File: src/rtl/ram_arb_pkg.sv
// ram_arb_pkg: shared types and helpers for the port-A RAM arbiter.
//   state_t   : arbiter FSM states
//   LEGAL_WE  : byte-enable patterns the byte-lane RAM accepts
//   we_legal(): 1 when a byte-enable pattern may reach the RAM
package ram_arb_pkg;

  typedef enum logic [1:0] {IDLE, ISSUE, RESP} state_t;

  localparam int WE_BITS = 4;
  localparam int N_LEGAL = 8;

  // Single bytes, aligned halfwords, full word, and 0000 (read).
  localparam logic [N_LEGAL*WE_BITS-1:0] LEGAL_WE = {
    4'b0000, 4'b0001, 4'b0010, 4'b0100,
    4'b1000, 4'b0011, 4'b1100, 4'b1111
  };

  function automatic logic we_legal(input logic [WE_BITS-1:0] we);
    logic ok;
    ok = 1'b0;
    for (int i = 0; i < N_LEGAL; i++)
      if (LEGAL_WE[i*WE_BITS +: WE_BITS] == we) ok = 1'b1;
    return ok;
  endfunction

endpackage

File: src/rtl/ram_port_arbiter_if.sv
// ram_port_arbiter_if: one requester's req/ack channel into the arbiter.
//   req/addr/we/din : requester -> arbiter, held stable until ack
//   ack             : one-cycle completion pulse
//   dout/err        : read data and illegal-byte-enable flag, qualified by ack
// master = requester side, slave = arbiter side.
interface ram_port_arbiter_if #(
  parameter int ADDR_WIDTH = 12,
  parameter int NUM_COL    = 4,
  parameter int COL_WIDTH  = 8,
  parameter int DATA_WIDTH = NUM_COL*COL_WIDTH
);
  logic                  req;
  logic [ADDR_WIDTH-1:0] addr;
  logic [NUM_COL-1:0]    we;
  logic [DATA_WIDTH-1:0] din;
  logic                  ack;
  logic [DATA_WIDTH-1:0] dout;
  logic                  err;

  modport master (output req, addr, we, din, input  ack, dout, err);
  modport slave  (input  req, addr, we, din, output ack, dout, err);
endinterface

File: src/rtl/rr_arbiter2.sv
// rr_arbiter2: 2-way round-robin arbiter.
//   clk, rst : clock, synchronous active-high reset
//   en       : grants are only produced while en=1 (arbiter FSM in IDLE)
//   req[1:0] : request vector
//   gnt_vld  : a grant is issued this cycle
//   gnt_id   : granted requester index
// last_grant resets to 1 so requester 0 wins the first tie.
module rr_arbiter2 (
  input  logic       clk,
  input  logic       rst,
  input  logic       en,
  input  logic [1:0] req,
  output logic       gnt_vld,
  output logic       gnt_id
);
  logic last_grant;

  always_comb begin
    gnt_vld = en & (|req);
    // On a tie the requester that did not win last time goes first.
    gnt_id  = (req == 2'b11) ? ~last_grant : req[1];
  end

  always_ff @(posedge clk) begin
    if (rst)          last_grant <= 1'b1;
    else if (gnt_vld) last_grant <= gnt_id;
  end
endmodule

File: src/rtl/ram_port_arbiter.sv
// ram_port_arbiter: shares RAM write port A between m0 (CPU LSU) and m1
// (boot loader / DMA). One transaction every 3 cycles: IDLE grants,
// ISSUE drives the RAM for one cycle, RESP pulses ack with read data.
//   clk, rst      : clock, synchronous active-high reset
//   m0, m1        : requester channels (slave modport)
//   ram_ena/we/addr/din : RAM port A command, registered
//   ram_dout      : RAM port A read data, one cycle after ram_ena
// Illegal byte-enable patterns are dropped to 0000 and reported via err.
module ram_port_arbiter
  import ram_arb_pkg::*;
#(
  parameter int ADDR_WIDTH = 12,
  parameter int NUM_COL    = 4,
  parameter int COL_WIDTH  = 8,
  parameter int DATA_WIDTH = NUM_COL*COL_WIDTH
) (
  input  logic                  clk,
  input  logic                  rst,
  ram_port_arbiter_if.slave     m0,
  ram_port_arbiter_if.slave     m1,
  output logic                  ram_ena,
  output logic [NUM_COL-1:0]    ram_we,
  output logic [ADDR_WIDTH-1:0] ram_addr,
  output logic [DATA_WIDTH-1:0] ram_din,
  input  logic [DATA_WIDTH-1:0] ram_dout
);
  state_t state, state_nxt;

  logic                  gnt_vld, gnt_id;
  logic [ADDR_WIDTH-1:0] sel_addr;
  logic [NUM_COL-1:0]    sel_we;
  logic [DATA_WIDTH-1:0] sel_din;
  logic                  sel_legal;

  logic                  gid;      // requester owning the current transaction
  logic                  rd;       // current transaction is a read
  logic                  err_f;    // current transaction had illegal we
  logic [1:0]            ack_q;
  logic [1:0]            err_q;
  logic [1:0][DATA_WIDTH-1:0] dout_q;
  logic [DATA_WIDTH-1:0] resp_data;

  rr_arbiter2 u_arb (
    .clk     (clk),
    .rst     (rst),
    .en      (state == IDLE),
    .req     ({m1.req, m0.req}),
    .gnt_vld (gnt_vld),
    .gnt_id  (gnt_id)
  );

  assign sel_addr  = gnt_id ? m1.addr : m0.addr;
  assign sel_we    = gnt_id ? m1.we   : m0.we;
  assign sel_din   = gnt_id ? m1.din  : m0.din;
  assign sel_legal = we_legal(sel_we);

  always_comb begin
    state_nxt = state;
    case (state)
      IDLE:    if (gnt_vld) state_nxt = ISSUE;
      ISSUE:   state_nxt = RESP;
      RESP:    state_nxt = IDLE;
      default: state_nxt = IDLE;
    endcase
  end

  // The RAM command registers double as the latched request: they are
  // loaded on the grant and so present exactly during ISSUE.
  always_ff @(posedge clk) begin
    if (rst) begin
      state    <= IDLE;
      ram_ena  <= 1'b0;
      ram_we   <= '0;
      ram_addr <= '0;
      ram_din  <= '0;
      gid      <= 1'b0;
      rd       <= 1'b0;
      err_f    <= 1'b0;
      ack_q    <= '0;
      err_q    <= '0;
      dout_q   <= '0;
    end else begin
      state   <= state_nxt;
      ram_ena <= 1'b0;
      ram_we  <= '0;
      ack_q   <= '0;
      if (state == IDLE && gnt_vld) begin
        ram_ena  <= 1'b1;
        ram_addr <= sel_addr;
        ram_we   <= sel_legal ? sel_we : '0;
        ram_din  <= sel_din;
        gid      <= gnt_id;
        rd       <= (sel_we == '0);
        err_f    <= ~sel_legal;
      end
      if (state == ISSUE) begin
        ack_q[gid] <= 1'b1;
        err_q[gid] <= err_f;
      end
      // Capture the response so dout holds until the next ack.
      if (state == RESP) dout_q[gid] <= resp_data;
    end
  end

  // RAM read data arrives during RESP; pass it straight through then.
  assign resp_data = rd ? ram_dout : '0;

  assign m0.ack  = ack_q[0];
  assign m1.ack  = ack_q[1];
  assign m0.err  = err_q[0];
  assign m1.err  = err_q[1];
  assign m0.dout = (state == RESP && !gid) ? resp_data : dout_q[0];
  assign m1.dout = (state == RESP &&  gid) ? resp_data : dout_q[1];
endmodule
File: src/flat_wrapper.sv
// flat-port wrapper written by rule: the top's interface ports become plain ports
module ram_port_arbiter_flat import ram_arb_pkg::*;
#(
  parameter int ADDR_WIDTH = 12,
  parameter int NUM_COL    = 4,
  parameter int COL_WIDTH  = 8,
  parameter int DATA_WIDTH = NUM_COL*COL_WIDTH
)
  (clk, rst, ram_ena, ram_we, ram_addr, ram_din, ram_dout, m0_req, m0_addr, m0_we, m0_din, m0_ack, m0_dout, m0_err, m1_req, m1_addr, m1_we, m1_din, m1_ack, m1_dout, m1_err);
  ram_port_arbiter_if #(.ADDR_WIDTH(ADDR_WIDTH), .NUM_COL(NUM_COL), .COL_WIDTH(COL_WIDTH), .DATA_WIDTH(DATA_WIDTH)) m0_i ();
  ram_port_arbiter_if #(.ADDR_WIDTH(ADDR_WIDTH), .NUM_COL(NUM_COL), .COL_WIDTH(COL_WIDTH), .DATA_WIDTH(DATA_WIDTH)) m1_i ();
  input  logic clk;
  input  logic rst;
  output logic ram_ena;
  output logic [NUM_COL-1:0] ram_we;
  output logic [ADDR_WIDTH-1:0] ram_addr;
  output logic [DATA_WIDTH-1:0] ram_din;
  input  logic [DATA_WIDTH-1:0] ram_dout;
  input wire logic [$bits(m0_i.req)-1:0] m0_req;
  input wire logic [$bits(m0_i.addr)-1:0] m0_addr;
  input wire logic [$bits(m0_i.we)-1:0] m0_we;
  input wire logic [$bits(m0_i.din)-1:0] m0_din;
  output wire logic [$bits(m0_i.ack)-1:0] m0_ack;
  output wire logic [$bits(m0_i.dout)-1:0] m0_dout;
  output wire logic [$bits(m0_i.err)-1:0] m0_err;
  input wire logic [$bits(m1_i.req)-1:0] m1_req;
  input wire logic [$bits(m1_i.addr)-1:0] m1_addr;
  input wire logic [$bits(m1_i.we)-1:0] m1_we;
  input wire logic [$bits(m1_i.din)-1:0] m1_din;
  output wire logic [$bits(m1_i.ack)-1:0] m1_ack;
  output wire logic [$bits(m1_i.dout)-1:0] m1_dout;
  output wire logic [$bits(m1_i.err)-1:0] m1_err;
  assign m0_i.req = m0_req;
  assign m0_i.addr = m0_addr;
  assign m0_i.we = m0_we;
  assign m0_i.din = m0_din;
  assign m0_ack = m0_i.ack;
  assign m0_dout = m0_i.dout;
  assign m0_err = m0_i.err;
  assign m1_i.req = m1_req;
  assign m1_i.addr = m1_addr;
  assign m1_i.we = m1_we;
  assign m1_i.din = m1_din;
  assign m1_ack = m1_i.ack;
  assign m1_dout = m1_i.dout;
  assign m1_err = m1_i.err;
  ram_port_arbiter #(.ADDR_WIDTH(ADDR_WIDTH), .NUM_COL(NUM_COL), .COL_WIDTH(COL_WIDTH), .DATA_WIDTH(DATA_WIDTH)) u_core (.clk(clk), .rst(rst), .m0(m0_i), .m1(m1_i), .ram_ena(ram_ena), .ram_we(ram_we), .ram_addr(ram_addr), .ram_din(ram_din), .ram_dout(ram_dout));
endmodule
File: config.mk
export PLATFORM = sky130hd
export DESIGN_NAME = ram_port_arbiter_flat
export DESIGN_NICKNAME = d
export VERILOG_FILES = /design/src/rtl/ram_arb_pkg.sv /design/src/rtl/ram_port_arbiter_if.sv /design/src/rtl/rr_arbiter2.sv /design/src/rtl/ram_port_arbiter.sv /design/src/flat_wrapper.sv
export SDC_FILE = /design/constraint.sdc
export NUM_CORES = 1
export LEC_CHECK = 0
export CAP_MARGIN = 20
export CORE_MARGIN = 2
export CORE_UTILIZATION = 36
export CTS_CLUSTER_SIZE = 28
export DETAILED_ROUTE_END_ITERATION = 7
export GPL_ROUTABILITY_DRIVEN = 0
export PLACE_DENSITY = 0.74
export SETUP_SLACK_MARGIN = 0.05
export SLEW_MARGIN = 25
export SYNTH_ARGS = -nofsm -noshare
export SYNTH_HDL_FRONTEND = slang
export SYNTH_SLANG_ARGS = --single-unit
File: constraint.sdc
create_clock -name clk -period 2.5 [get_ports clk]
set_input_delay 0.5 -clock clk [delete_from_list [all_inputs] [get_ports clk]]
set_output_delay 0.5 -clock clk [all_outputs]
set_load 0.02 [all_outputs]
==> results_dict.tcl <==
set metrics [dict create \
    critPathBufInv 2 \
    setup_viol 0 \
    die_w_um 124 \
    synth_flop_cell "dfxtp_1" \
    r2r_slack_ns 0.98 \
    use_met1_pct 23.4 \
    tightest_slew_ns 0.531 \
    slew_viol_final 0 \
    area_growth_pct 61.2 \
    p_leak_nw 3.70 \
    final_cells 1097 \
    place_ws_ns 0.139 \
    timing.rr.end "u_core.ram_addr[10]" \
    grt_use_total_pct 21.0 \
    drt_first_pass_iters 6 \
    rows 43 \
    synth-seq-cells 123 \
    synth_commonest_cells "nand2_1 (218), dfxtp_1 (123), a21oi_1 (112)" \
    drt_iter0_drc 268 \
    finalCriticalPeriod_ns 2.37 \
    path_class "register to output port" \
    arrival_ns 1.87 \
    slowest_stage "or3b_1" \
    wl_um 16300 \
    setup_tns_ns 0 \
    pin_count 249 \
    holdWs_ns 0.460 \
    diodes 0 \
    syn_area_um2 5190 \
    hp-start "u_core.dout_q[8]" \
    synth.net_count 809 \
    clk_pin_slew_ns 0.05 \
    critPathLaunch "u_core.gid" \
    gr-usage-met2_pct 36.4 \
    synth_top_cell_by_area "dfxtp_1" \
    synth.distinct_cells 30 \
    cp_max_fo 14 \
    drc_errors 0 \
    cts-root-buf "clkbuf_16" \
    numPortBuffers 248 \
    finish.utilization_pct 59.8 \
    max_freq_mhz 422 \
    core_um2 14000 \
    avgSynthCellArea_um2 7.67 \
    synthCells 677 \
    async_flop_share_pct 0 \
    hold_viol 0 \
    clockBufferDepth 2 \
    grt_start_max_net_pins 66 \
    cts_made_buffers 17 \
    cp-endpoint "m0_dout[28]" \
    antenna_found_initial 0 \
    synth-warning-count 0 \
    path_cells "or3b_1 -> buf_4 -> nand2_1 -> nand2_1 -> dlygate4sd2_1" \
    synth_top_area_share_pct 47.4 \
    ir_drop_uv 425 \
    dp_hpwl_um 10900 \
    grt-ovfl-total 0 \
    setup_slack_ns 0.129 \
    cp_top_family "simple AND/OR/NAND/NOR gates" \
    ys_top_cells_by_area "dfxtp_1 (47%), nand2_1 (16%), a21oi_1 (11%)" \
    use_met3_pct 8.15 \
    vias_per_cell 5.09 \
    end_kind "output port" \
    fin_nets 1036 \
    r2r_cells 4 \
    cp_num_cells 5 \
    worstPathRequired_ns 2.00 \
    finalCritPeriodShare_pct 94.8 \
    hold_buffers 0 \
    rsz0062_at_grt "true" \
    worstSetupStartpointType "register" \
    drtAntennaViolNets 0 \
    cts.sink_count 123 \
    synth.most_common_cell "nand2_1" \
    cp_common_cell "nand2_1" \
    relSlewSlack_pct 64.6 \
    synth-edff-count 0 \
    cts_tree "built" \
    grt_pass1_wl_um 25400 \
    dieArea_um2 15400 \
    cap_viol_max_count 0 \
    num_vias 5584 \
    dieHeight_um 124 \
    dp_cells 1063 \
    grt_pass1_vias 5242 \
    hp-class "register to register" \
    timing.rr.start "u_core.u_arb.last_grant" \
    status "completed" \
    start_util_pct 37.1 \
    wl_per_cell_um 14.9 \
    cts-htree-levels 4 \
    p_per_area_nw_per_um2 645 \
    drive_above_1_share_pct 8.29 \
    clkLatencyLatePin_ns 0.41 \
    yosysSeqAreaShare_pct 47.4 \
    max_stage_delay_ns 0.41 \
    finalClockSkew_ns 0.00585 \
    top_usage_layer "met2" \
]
## report_power, final
part	switching, W	internal, W
Clock	0.000826	0.00143
Combinational	0.000508	0.000508
Sequential	0.0000576	0.00207
Total	0.00139	0.00401
## cell families (layout without fill, tap and decap cells)
group,count (synthesis),count (layout),share of synthesized area [%]
flip-flops,123,123,47.4
AO/OA/AOI/OAI,174,174,21.1
AND/OR/NAND/NOR,320,320,26.4
multiplexers,2,2,0.386
buffers and inverters,58,298,4.65
## worst reg2reg max path, stage by stage (launching register included)
cell	delay, ns
dfxtp_1	0.42
a21bo_4	0.16
buf_4	0.43
nand2_1	0.12
a311oi_1	0.29
## placed cells by master (no fill, tap or decap), drive strengths merged, types with 2 or more instances in the layout
cell           count
a211oi             4
nor3b              3
and3               8
nor2              12
or4                2
nand3b             2
clkbuf            26
dlygate4sd2       46
clkdlybuf4s50    183
nand2            218
and4               2
or2                2
nand3             67
mux2i              2
clkinv             6
o211ai             8
buf               34
a21oi            112
dfxtp            123
a311oi            46
## state kept, by name (all words and copies together), names as in the netlist
| signal | count |
|---|---|
| u_core.dout_q | 64 |
| u_core.ram_din | 32 |
| u_core.ram_addr | 12 |
| u_core.ram_we | 4 |
| u_core.ack_q | 2 |
| u_core.err_q | 2 |
| u_core.state | 2 |
| u_core.err_f | 1 |
| u_core.gid | 1 |
| u_core.ram_ena | 1 |
| u_core.rd | 1 |
| u_core.u_arb.last_grant | 1 |
## what timing repair did
item / CTS / global route
gates resized for setup: 98 / 23
setup buffers: 1 / 0
endpoints found under the setup margin: 64 / 26
gates cloned: 1 / 0
pin swaps: 0 / 1
## layer usage
layer / wire (um) / share of wire (%)
met4: 196 / 1.2
met1: 6620 / 40
met3: 1440 / 8.8
met5: 0 / 0
met2: 8100 / 50
## worst min-delay path by stage
stage                              to  depth (start not counted)
CTS                  u_core.dout_q[3]                          2
global route        u_core.dout_q[22]                          2
finish               u_core.dout_q[8]                          2
floorplan            u_core.dout_q[0]                          2
detailed placement   u_core.dout_q[3]                          2
global placement    u_core.dout_q[48]                          2
## area by class of cell
class,instances,area (um^2)
multi-input combinational,496,2520
fill,1310,5620
clock buffer,24,482
timing repair buffer,266,2610
tap,180,225
clock inverter,8,67.6
sequential,123,2470
## through the flow
step,power (W),cell area [um^2]
finish,0.00540,8370
global route,0.00563,8370
CTS,0.00546,8470
detailed placement,0.00319,7920
global placement,0.00318,7920
floorplan,0.00263,5190
No activity file was read; power rests on OpenSTA's default activity.
